### config.mk
export PLATFORM = sky130hd
export DESIGN_NAME = tx_uart
export DESIGN_NICKNAME = d
export VERILOG_FILES = /design/src/rtl/tx_uart.sv
export SDC_FILE = /design/constraint.sdc
export NUM_CORES = 1
export LEC_CHECK = 0
export BUFFER_PORTS_ARGS = -buffer_cell sky130_fd_sc_hd__buf_2
export CAP_MARGIN = 20
export CORE_UTILIZATION = 30
export DETAILED_ROUTE_END_ITERATION = 8
export GPL_ROUTABILITY_DRIVEN = 0
export SETUP_SLACK_MARGIN = 0.5
export SLEW_MARGIN = 20
export SYNTH_ARGS = -nofsm -noshare
export SYNTH_HDL_FRONTEND = slang
export SYNTH_SLANG_ARGS = --single-unit
### constraint.sdc
create_clock -name clk -period 4.1 [get_ports clk]
set_clock_uncertainty 0.2 [all_clocks]
set_input_delay 0.205 -clock clk [delete_from_list [all_inputs] [get_ports clk]]
set_output_delay 0.205 -clock clk [all_outputs]
set_load 0.05 [all_outputs]
### src/rtl/tx_uart.sv
// tx_uart: 8N1 UART transmitter, LSB first, fed by a small byte FIFO.
// The host queues bytes through a valid/ready handshake. While the FIFO
// holds bytes, frames go out back-to-back with no idle gap between them.
module tx_uart #(
   parameter int CLK_FREQ     = 50_000_000,
   parameter int BAUD         = 9600,
   parameter int CLKS_PER_BIT = CLK_FREQ / BAUD,
   parameter int FIFO_DEPTH   = 4
) (
   input  logic       clk,
   input  logic       rst,
   input  logic [7:0] tx_data,
   input  logic       tx_valid,
   output logic       tx_ready,
   output logic       tx,
   output logic       tx_busy,
   output logic       tx_done
);

   localparam int PTR_W  = (FIFO_DEPTH > 1) ? $clog2(FIFO_DEPTH) : 1;
   localparam int CNT_W  = $clog2(FIFO_DEPTH) + 1;
   localparam int BAUD_W = (CLKS_PER_BIT > 1) ? $clog2(CLKS_PER_BIT) : 1;

   localparam logic [BAUD_W-1:0] BAUD_LAST = BAUD_W'(CLKS_PER_BIT - 1);
   localparam logic [CNT_W-1:0]  DEPTH_C   = CNT_W'(FIFO_DEPTH);

   localparam logic [1:0] S_IDLE  = 2'd0;
   localparam logic [1:0] S_START = 2'd1;
   localparam logic [1:0] S_DATA  = 2'd2;
   localparam logic [1:0] S_STOP  = 2'd3;

   // FIFO storage. The memory has no reset; after a reset the pointers
   // and the count make any stale contents unreachable.
   logic [7:0]       fifo_mem [FIFO_DEPTH];
   logic [PTR_W-1:0] wr_ptr_reg, wr_ptr_next;
   logic [PTR_W-1:0] rd_ptr_reg, rd_ptr_next;
   logic [CNT_W-1:0] count_reg, count_next;

   // Transmit state
   logic [1:0]        state_reg, state_next;
   logic [BAUD_W-1:0] baud_reg, baud_next;
   logic [2:0]        bit_idx_reg, bit_idx_next;
   logic [7:0]        shift_reg, shift_next;
   logic              tx_reg, tx_next;

   logic push;
   logic pop;
   logic baud_last;

   // tx_ready looks only at the registered count, so a pop in the same
   // cycle never opens a slot for a push into a full FIFO.
   assign tx_ready  = (count_reg < DEPTH_C);
   assign push      = tx_valid & tx_ready;
   assign baud_last = (baud_reg == BAUD_LAST);

   assign tx      = tx_reg;
   assign tx_busy = (state_reg != S_IDLE);
   assign tx_done = (state_reg == S_STOP) && baud_last;

   // Store the offered byte at the write pointer when it is accepted
   always_ff @(posedge clk) begin
      if (push) begin
         fifo_mem[wr_ptr_reg] <= tx_data;
      end
   end

   // Pointer and occupancy bookkeeping. The pointers wrap naturally
   // because the depth is a power of two.
   always_comb begin
      wr_ptr_next = wr_ptr_reg;
      rd_ptr_next = rd_ptr_reg;
      count_next  = count_reg;
      if (push) begin
         wr_ptr_next = wr_ptr_reg + PTR_W'(1);
      end
      if (pop) begin
         rd_ptr_next = rd_ptr_reg + PTR_W'(1);
      end
      case ({push, pop})
         2'b10:   count_next = count_reg + CNT_W'(1);
         2'b01:   count_next = count_reg - CNT_W'(1);
         default: count_next = count_reg;
      endcase
   end

   // Frame sequencer. It pops the head byte when it leaves IDLE and again
   // on the last clock of a stop bit, so queued frames run back-to-back.
   always_comb begin
      state_next   = state_reg;
      baud_next    = baud_reg;
      bit_idx_next = bit_idx_reg;
      shift_next   = shift_reg;
      tx_next      = tx_reg;
      pop          = 1'b0;
      case (state_reg)
         S_IDLE: begin
            baud_next = '0;
            tx_next   = 1'b1;
            if (count_reg != '0) begin
               pop        = 1'b1;
               shift_next = fifo_mem[rd_ptr_reg];
               state_next = S_START;
               tx_next    = 1'b0;
            end
         end
         S_START: begin
            if (baud_last) begin
               baud_next    = '0;
               bit_idx_next = 3'd0;
               state_next   = S_DATA;
               tx_next      = shift_reg[0];
            end else begin
               baud_next = baud_reg + BAUD_W'(1);
            end
         end
         S_DATA: begin
            if (baud_last) begin
               baud_next = '0;
               if (bit_idx_reg == 3'd7) begin
                  state_next = S_STOP;
                  tx_next    = 1'b1;
               end else begin
                  bit_idx_next = bit_idx_reg + 3'd1;
                  shift_next   = {1'b0, shift_reg[7:1]};
                  tx_next      = shift_reg[1];
               end
            end else begin
               baud_next = baud_reg + BAUD_W'(1);
            end
         end
         S_STOP: begin
            if (baud_last) begin
               baud_next = '0;
               if (count_reg != '0) begin
                  pop        = 1'b1;
                  shift_next = fifo_mem[rd_ptr_reg];
                  state_next = S_START;
                  tx_next    = 1'b0;
               end else begin
                  state_next = S_IDLE;
                  tx_next    = 1'b1;
               end
            end else begin
               baud_next = baud_reg + BAUD_W'(1);
            end
         end
         default: begin
            state_next = S_IDLE;
            baud_next  = '0;
            tx_next    = 1'b1;
         end
      endcase
   end

   // Register all state. A reset abandons any frame in flight and drops
   // every queued byte.
   always_ff @(posedge clk) begin
      if (!rst) begin
         wr_ptr_reg  <= '0;
         rd_ptr_reg  <= '0;
         count_reg   <= '0;
         state_reg   <= S_IDLE;
         baud_reg    <= '0;
         bit_idx_reg <= 3'd0;
         shift_reg   <= 8'h00;
         tx_reg      <= 1'b1;
      end else begin
         wr_ptr_reg  <= wr_ptr_next;
         rd_ptr_reg  <= rd_ptr_next;
         count_reg   <= count_next;
         state_reg   <= state_next;
         baud_reg    <= baud_next;
         bit_idx_reg <= bit_idx_next;
         shift_reg   <= shift_next;
         tx_reg      <= tx_next;
      end
   end

endmodule

==> results of run 1 <==
[layer usage]
layer / vias up / wire (µm)
li1: 1011 / -
met1: 984 / 2790
met2: 29 / 2600
met3: 5 / 164
met4: 0 / 76
met5: - / 0
[kinds of logic after synthesis]
kind of cell,Yosys count
AND/OR/NAND/NOR,87
flip-flops,68
AO/OA/AOI/OAI,36
buffers and inverters,25
multiplexers,23
adder cells (fa/ha/maj),15
XOR/XNOR,13
[cell type report]
class | count | area [µm²] | area share [%]
multi-input cells | 174 | 1340 | 37.3
clock buffers | 11 | 131 | 3.67
inverters | 16 | 60.1 | 1.68
flip-flops and latches | 68 | 1680 | 47.0
repair buffers | 22 | 150 | 4.20
clock inverters | 5 | 52.6 | 1.47
well taps | 133 | 166 | 4.65
[per-stage QoR]
stage | cell area (µm²) | setup WS, ps
finish | 3580 | 1210
global route | 3580 | 1060
CTS | 3580 | 1230
detailed placement | 3310 | 1240
global placement | 3310 | 1380
floorplan | 3130 | 1490
[worst paths after layout]
check / start / endpoint / slack (ps) / cells past startpoint
min reg2reg: shift_reg[3]$_SDFFE_PN0P_ / shift_reg[3]$_SDFFE_PN0P_ / 260 / 2
min: rst / tx$_SDFFE_PN1P_ / 30 / 2
max reg2reg: state_reg[0]$_SDFFE_PN0P_ / count_reg[2]$_SDFFE_PN0P_ / 1210 / 10
max: state_reg[0]$_SDFFE_PN0P_ / count_reg[2]$_SDFFE_PN0P_ / 1210 / 10
[timing repair]
item                                    in CTS  in global routing
endpoints found under the hold margin       32                  0
hold buffers                                 8                  0
resized for setup                            0                  0
endpoints found under the setup margin       0                  0
buffers inserted                             0                  0
[synthesized netlist by cell type, types with 7 or more instances]
library cell  number  area, µm²
inv_1             16       60.1
a21oi_1           15       75.1
mux4_2             8        180
edfxtp_1          32        961
nand3_1           10       50.1
nor2_1            25       93.8
o21ai_0            9       45.0
mux2_2             7       78.8
nand2_1           21       78.8
dfxtp_1           36        721
mux2i_1            8       80.1
ha_1              14        175
xor2_1             7       61.3
[power groups by stage]
stage                     Sequential (W)  Combinational, W  Clock [W]
after floorplan                 0.000879          0.000561          0
after global placement          0.000894          0.000676          0
after detailed placement        0.000899          0.000683          0
after CTS                       0.000884          0.000694   0.000538
after global routing            0.000896          0.000769   0.000567
final                           0.000882          0.000692   0.000526
==> flow_summary.yaml, run 1 <==
status:
  status: "completed"
route:
  vias_per_cell: 4.73
  drt-pass1-iter-count: 4
  vias: 2029
  ant_nets: 0
  drcViolationCount: 0
  wl_per_cell_um: 13.1
  drt_first_iter_violations: 147
  routed_wl_mm: 5.63
die:
  ios: 15
  die_area_um2: 10800
  rows: 36
  die_x_um: 104
  die_y_um: 104
  coreArea_um2: 9950
  start_util_pct: 31.4
timing:
  hold_ws_ps: 30.3
  min_period_ps: 2890
  finalCritPeriodShare_pct: 70.4
  hold_violations: 0
  setup_viol: 0
  relSlewSlack_pct: 55.1
  drv_slew: 0
  tightestPinTransition_ps: 669
  fmax_mhz: 346
  setup_tns_ps: 0
  grt_setup_unrepaired: "no"
pwr:
  pwr-share-comb_pct: 33.0
  clockPowerShare_pct: 25.0
  p_seq_share_pct: 42.0
  p_total_w: 0.00210
  leakagePower_nw: 1.28
  ir_worst_vdd_mv: 0.161
  sw_frac_of_total_pct: 33.6
  p_int_w: 0.00139
  power.switching_w: 0.000707
  p_per_area_nw_per_um2: 587
final_layout:
  postLayoutCoreUtil_pct: 35.9
  layout.nets: 317
  fill_cells: 957
  n_antenna_cell: 0
  layout_common_cells: "dfxtp_1, edfxtp_1, nor2_1, nand2_1, inv_1"
  drive_above_1_share_pct: 16.2
  area_growth_pct: 14.4
  largest_reg_flops: 32
  layout_commonest_cell: "dfxtp_1"
  layout.cells.non_filler: 429
worst_setup_path:
  start_kind: "flip-flop"
  arrival_ps: 2960
  cp_slowest_cell: "dfxtp_1"
  critPathCaptureType: "flip-flop"
  path_cells: "inv_1 -> ha_1 -> or2_0 -> nor2_1 -> ha_1 -> inv_1 -> fa_1 -> xor2_1 -> or3_1 -> a21oi_1"
  crit_path_max_incr_delay_ps: 410
  path_class: "flip-flop to flip-flop"
  worstPathRequired_ps: 4170
  path_max_fanout: 6
  crit_buf_inv: 2
  path_delay_family: "adder cells"
logic_synthesis:
  syn_area_um2: 3130
  synth_nets: 293
  yosys.area_share.simple_pct: 14.8
  synth_top_family_by_area: "simple AND/OR/NAND/NOR gates"
  synth_flop_cell: "dfxtp_1"
  synth_xor_area_share_pct: 3.64
  synth_compound_area_share_pct: 7.16
  postSynthCellCount: 267
  muxShareOfSynthArea_pct: 10.8
  synth_edf_count: 32
  synth-seq-cells: 68
  synthAdderAreaFrac_pct: 6.24
  synth-async-reset-ratio_pct: 0
  ys.warnings.count: 0
  syn_area_per_cell_um2: 11.7
  synth-seq-area-share_pct: 53.8
  synth_cell_types: 44
grt:
  antenna_found_initial: 0
  grt_util_met3_pct: 3.20
  grt-busiest-layer: "met2"
  grt_max_degree: 21
  grt_pass1_vias: 1896
  grt_pass1_wl_mm: 9.36
  gr-usage-all-layers_pct: 11.1
  use_met2_pct: 16.3
  grt_overflow_total: 0
  grtUsageMet1_pct: 15.0
place:
  dp.cells: 405
  port_buffers: 14
  dp.final_hpwl_mm: 3.83
hold_path:
  hp-class: "input port to flip-flop"
cts:
  clock-root-buffer: "clkbuf_8"
  cts_buffers: 9
  cts_tree: "built"
  clkTransAtPathRegs_ps: 80
  insertion_delay_ps: 340
  cts_num_sinks: 68
  clockBufferDepth: 2
  cts_max_level: 3
flow_run:
  max_cap_violations: 0
Power figures use the tool's default switching activity.
==> run 2: changes to the inputs <==
--- a/config.mk
+++ b/config.mk
@@ -5,6 +5,7 @@
 export SDC_FILE = /design/constraint.sdc
 export NUM_CORES = 1
 export LEC_CHECK = 0
+export ABC_AREA = 1
 export BUFFER_PORTS_ARGS = -buffer_cell sky130_fd_sc_hd__buf_2
 export CAP_MARGIN = 20
 export CORE_UTILIZATION = 30
==> constraint.sdc (replaced) <==
create_clock -name clk -period 2.6 [get_ports clk]
set_clock_uncertainty 0.2 [all_clocks]
set_input_delay 0.13 -clock clk [delete_from_list [all_inputs] [get_ports clk]]
set_output_delay 0.13 -clock clk [all_outputs]
set_load 0.05 [all_outputs]
==> flow_summary.yaml, run 2 <==
status:
  status: "completed"
worst_setup_path:
  cp_slowest_cell: "dfxtp_2"
  crit_buf_inv: 3
  path_cells: "ha_4 -> nand2_4 -> inv_2 -> nand2_2 -> nor2_4 -> nand3_2 -> nand2_2 -> nand2_2 -> inv_2 -> ha_4 -> inv_4 -> fa_2 -> a21oi_2 -> o21ai_2 -> o21ai_1 -> a21oi_1"
  arrival_ps: 2320
  path_delay_family: "adder cells"
  critPathMostFrequentCell: "nand2_2"
  path_max_fanout: 3
  crit_path_max_incr_delay_ps: 360
  critPathCaptureType: "flip-flop"
  path_class: "flip-flop to flip-flop"
  worstPathRequired_ps: 2630
  start_kind: "flip-flop"
pwr:
  ir_worst_vdd_mv: 0.479
  leakagePower_nw: 1.53
  p_per_area_nw_per_um2: 1010
die:
  die_area_um2: 11000
  start_util_pct: 30.8
  die_y_um: 105
  die_x_um: 105
  rows: 37
  ios: 15
  coreArea_um2: 10300
timing:
  setup_viol: 0
  hold_violations: 0
  hold_ws_ps: 87.2
  tightestPinTransition_ps: 454
  finalCritPeriodShare_pct: 88.2
  drv_slew: 0
  fmax_mhz: 436
  setup_tns_ps: 0
  grt_setup_unrepaired: "yes"
  min_period_ps: 2290
  relSlewSlack_pct: 69.7
route:
  vias: 2412
  drcViolationCount: 0
  vias_per_cell: 4.39
  ant_nets: 0
  routed_wl_mm: 6.15
  drt-pass1-iter-count: 4
  wl_per_cell_um: 11.2
  drt_first_iter_violations: 120
grt:
  grt_max_degree: 20
  grt-busiest-layer: "met2"
  use_met2_pct: 18.9
  antenna_found_initial: 0
  gr-usage-all-layers_pct: 12.2
  grt_pass1_vias: 2278
  grt_util_met3_pct: 3.37
  grt_overflow_total: 0
  grtUsageMet1_pct: 15.1
  grt_pass1_wl_mm: 10.4
cts:
  cts_tree: "built"
  clkTransAtPathRegs_ps: 70
  cts_num_sinks: 68
  clockBufferDepth: 2
  insertion_delay_ps: 360
  cts_buffers: 9
  clock-root-buffer: "clkbuf_8"
  cts_max_level: 3
logic_synthesis:
  synth_nets: 393
  ys.warnings.count: 0
  yosysTopAreaCell: "edfxtp_1"
  synth_top_area_share_pct: 30.4
  synth_compound_area_share_pct: 9.53
  muxShareOfSynthArea_pct: 0
  synthAdderAreaFrac_pct: 6.17
  syn_area_um2: 3160
  yosysMostFrequentCell: "nor2_1"
  yosys-top-cells-count: "nor2_1, nand2_1, inv_1"
  synth_top_family_by_area: "simple AND/OR/NAND/NOR gates"
  synth_edf_count: 32
  synth_xor_area_share_pct: 1.11
  syn_area_per_cell_um2: 8.62
  postSynthCellCount: 367
  synth_cell_types: 31
  yosys.area_share.simple_pct: 22.8
  synth_top_cells_by_area: "edfxtp_1, dfxtp_1, nor2_1"
  synth_flop_cell: "dfxtp_1"
  synth-seq-cells: 68
  synth-async-reset-ratio_pct: 0
  synth-seq-area-share_pct: 53.2
final_layout:
  layout_commonest_cell: "nor2_1"
  drive_above_1_share_pct: 20.1
  layout_common_cells: "nor2_1, nand2_1, inv_1, edfxtp_1, dfxtp_1"
  layout.nets: 434
  n_antenna_cell: 0
  largest_reg_flops: 32
  postLayoutCoreUtil_pct: 37.6
  area_growth_pct: 22.2
place:
  port_buffers: 14
  dp.final_hpwl_mm: 4.16
flow_run:
  max_cap_violations: 0
hold_path:
  hp-class: "input port to flip-flop"
run 2: per-layer routing:
layer  part of all wire (%)  wire length, µm  up-vias
li1                       -                -     1267
met1                     48             2930     1097
met2                     46             2840       34
met3                    3.2              199       14
met4                    2.8              175        0
met5                      0                0        -
run 2: worst reg2reg max path, cell delays in order (launching register included):
cell	delay, ps
dfxtp_2	360
ha_4	150
nand2_4	50
inv_2	60
nand2_2	60
nor2_4	90
nand3_2	80
nand2_2	110
nand2_2	60
inv_2	70
ha_4	130
inv_4	30
fa_2	340
a21oi_2	140
o21ai_2	80
o21ai_1	120
a21oi_1	50
run 2: what timing repair did:
action / in CTS / in global routing
hold endpoints to repair: 48 / 0
setup endpoints to repair: 2 / 3
resized for setup: 9 / 4
hold buffers: 9 / 0
buffers inserted: 7 / 3
pin swaps: 9 / 5
run 2: cell families (layout without fill, tap and decap cells):
kind of cell,Yosys count,after routing
DFF,68,68
AOI/OAI and AO/OA,57,57
and+or+nand+nor,168,168
xor gates and xnor gates,4,4
buffers and inverters,55,101
adders and majority gates,15,15
run 2: layout make-up:
class                      count  area [µm²]
fill                        1041        6410
clock buffer                  12         145
tap                          136         170
sequential                    68        1690
clock inverter                 4        48.8
timing repair buffer          39         280
multi-input combinational    244        1350
inverter                      46         181
run 2: final timing paths:
check	slack, ps	endpoint	cells after the start	from
max	310	count_reg[2]$_SDFFE_PN0P_	16	baud_reg[1]$_SDFF_PP0_
min reg2reg	250	count_reg[0]$_SDFFE_PN0P_	1	count_reg[0]$_SDFFE_PN0P_
min	90	wr_ptr_reg[1]$_SDFFE_PN0P_	3	tx_valid
max reg2reg	310	count_reg[2]$_SDFFE_PN0P_	16	baud_reg[1]$_SDFF_PP0_
run 2: through the flow:
stage               setup WS [ps]  total power (W)  instance area [µm²]  instances
global placement              208          0.00285                 3450        514
floorplan                     291          0.00261                 3220        367
global route                  150          0.00421                 3860        549
CTS                           292          0.00392                 3830        546
detailed placement            151          0.00289                 3450        514
finish                        307          0.00390                 3860        549
run 2: power by group:
| group | internal [W] | switching [W] | total [W] |
|---|---|---|---|
| combinational | 0.000599 | 0.00105 | 0.00165 |
| sequential | 0.00130 | 0.0000843 | 0.00138 |
| clock | 0.000467 | 0.000401 | 0.000868 |
==> run 3: changes to the inputs <==
--- a/config.mk
+++ b/config.mk
@@ -11,6 +11,7 @@
 export CORE_UTILIZATION = 30
 export DETAILED_ROUTE_END_ITERATION = 8
 export GPL_ROUTABILITY_DRIVEN = 0
+export PLACE_DENSITY_LB_ADDON = 0.05
 export SETUP_SLACK_MARGIN = 0.5
 export SLEW_MARGIN = 20
 export SYNTH_ARGS = -nofsm -noshare
==> flow_summary.yaml, run 3 (synthesis results as in run 2) <==
route:
  wl_per_cell_um: 12.0
  ant_nets: 0
  routed_wl_mm: 6.60
  drcViolationCount: 0
  vias: 2426
  drt_first_iter_violations: 94
  vias_per_cell: 4.41
  drt-pass1-iter-count: 4
status:
  status: "completed"
place:
  dp.final_hpwl_mm: 4.51
  port_buffers: 14
timing:
  setup_viol: 0
  hold_violations: 0
  setup_tns_ps: 0
  grt_setup_unrepaired: "yes"
  tightestPinTransition_ps: 529
  finalCritPeriodShare_pct: 88.5
  min_period_ps: 2300
  drv_slew: 0
  fmax_mhz: 435
  relSlewSlack_pct: 64.7
hold_path:
  min_from: "tx_valid"
  holdPathStages: 3
  min_to: "wr_ptr_reg[0]$_SDFFE_PN0P_"
  hp-class: "input port to flip-flop"
pwr:
  ir_worst_vdd_mv: 0.609
  p_per_area_nw_per_um2: 1020
  p_total_w: 0.00400
  leakagePower_nw: 1.53
final_layout:
  largest_reg_flops: 32
  n_antenna_cell: 0
  layout_commonest_cell: "nor2_1"
  multi_input_area_um2: 1340
  regArea_um2: 1690
  fill_cells: 1085
  drive_above_1_share_pct: 21.3
  layout_common_cells: "nor2_1, nand2_1, inv_1, edfxtp_1, dfxtp_1"
  layout.nets: 435
  area_growth_pct: 23.5
cts:
  insertion_delay_ps: 350
  cts_tree: "built"
  cts_buffers: 9
  clockBufferDepth: 2
  cts_max_level: 3
  clock-root-buffer: "clkbuf_8"
  clkTransAtPathRegs_ps: 70
  cts_num_sinks: 68
worst_setup_path:
  r2r_setup_slack_ps: 300
  start_kind: "flip-flop"
  arrival_ps: 2330
  worstPathRequired_ps: 2630
  path_class: "flip-flop to flip-flop"
  path_max_fanout: 2
  critPathCaptureType: "flip-flop"
  r2r_cells: 16
  worstReg2RegEnd: "count_reg[2]$_SDFFE_PN0P_"
  r2r-start: "baud_reg[1]$_SDFF_PP0_"
grt:
  antenna_found_initial: 0
  gr-usage-all-layers_pct: 13.3
  grt_pass1_vias: 2300
  grt_max_degree: 20
  grt_pass1_wl_mm: 11.3
  grt_overflow_total: 0
die:
  die_y_um: 105
  die_area_um2: 11000
  die_x_um: 105
  rows: 37
  start_util_pct: 30.8
  ios: 15
  coreArea_um2: 10300
flow_run:
  max_cap_violations: 0
-- run 3: changes by cell type in the layout (fill, tap and decap cells not counted), sizes merged --
| cell | change |
|---|---|
| clkinvlp | +1 |
| clkinv | +1 |
| inv | -1 |
| bufinv | +1 |
| buf | +1 |
| clkbuf | -2 |
-- run 3: cell type report --
cell class                 count  share of cell area, %
tap                          136                   4.35
clock buffer                  10                   3.27
timing repair buffer          40                   7.62
multi-input combinational    244                   34.3
clock inverter                 6                   2.27
inverter                      46                   4.87
sequential                    68                   43.3
-- run 3: timing repair --
item	CTS	global route
pin swaps	7	7
hold buffers	9	0
gates resized for setup	7	15
hold endpoints to repair	43	0
setup buffers	8	3
setup endpoints to repair	2	7
-- run 3: metal layers --
metal | track usage (%) | vias up | share of wire (%)
met3 | 3.56 | 12 | 2.3
met2 | 19.5 | 23 | 45
met4 | 6.04 | 0 | 2.0
met1 | 18.2 | 1118 | 51
li1 | - | 1273 | -
met5 | 0 | - | 0
-- run 3: report_power, final --
part	switching [W]	internal [W]	total, W	leakage (nW)
registers	0.0000992	0.00130	0.00140	0.590
logic	0.00104	0.000599	0.00164	0.842
clock network	0.000418	0.000540	0.000958	0.102
-- run 3: worst max-delay path by stage --
| stage | start | depth (start not counted) | end | slack, ps |
|---|---|---|---|---|
| 3_3_place_gp | baud_reg[1]$_SDFF_PP0_ | 16 | count_reg[2]$_SDFFE_PN0P_ | 190 |
| 2_1_floorplan | state_reg[0]$_SDFFE_PN0P_ | 13 | count_reg[2]$_SDFFE_PN0P_ | 290 |
| 3_5_place_dp | baud_reg[1]$_SDFF_PP0_ | 16 | count_reg[2]$_SDFFE_PN0P_ | 140 |
| 6_report | baud_reg[1]$_SDFF_PP0_ | 16 | count_reg[2]$_SDFFE_PN0P_ | 300 |
| 5_1_grt | baud_reg[1]$_SDFF_PP0_ | 16 | count_reg[2]$_SDFFE_PN0P_ | 110 |
| 4_1_cts | baud_reg[0]$_SDFF_PP0_ | 16 | count_reg[2]$_SDFFE_PN0P_ | 270 |
-- run 3: worst max-delay path, cell delays in order (launching register included) --
cell and delay [ps]:
dfxtp_2 350, ha_4 150, nand2_4 60, inv_4 60
nand2_4 40, nor2_4 120, nand3_2 90, nand2_2 100
nand2_2 60, inv_2 70, ha_4 130, inv_4 30
fa_2 350, a21oi_2 140, o21ai_2 70, o21ai_1 110
a21oi_1 50
-- run 3: stage by stage --
step                      worst slack (ps)  std cells  cell area (µm²)  utilization, %  hold slack [ps]
after CTS                              272        547             3840            37.4              102
after floorplan                        291        367             3220               -             28.9
final                                  300        550             3910            38.0              100
after global routing                   114        550             3910            38.0              138
after global placement                 187        514             3450            33.6              155
after detailed placement               136        514             3450            33.6              151
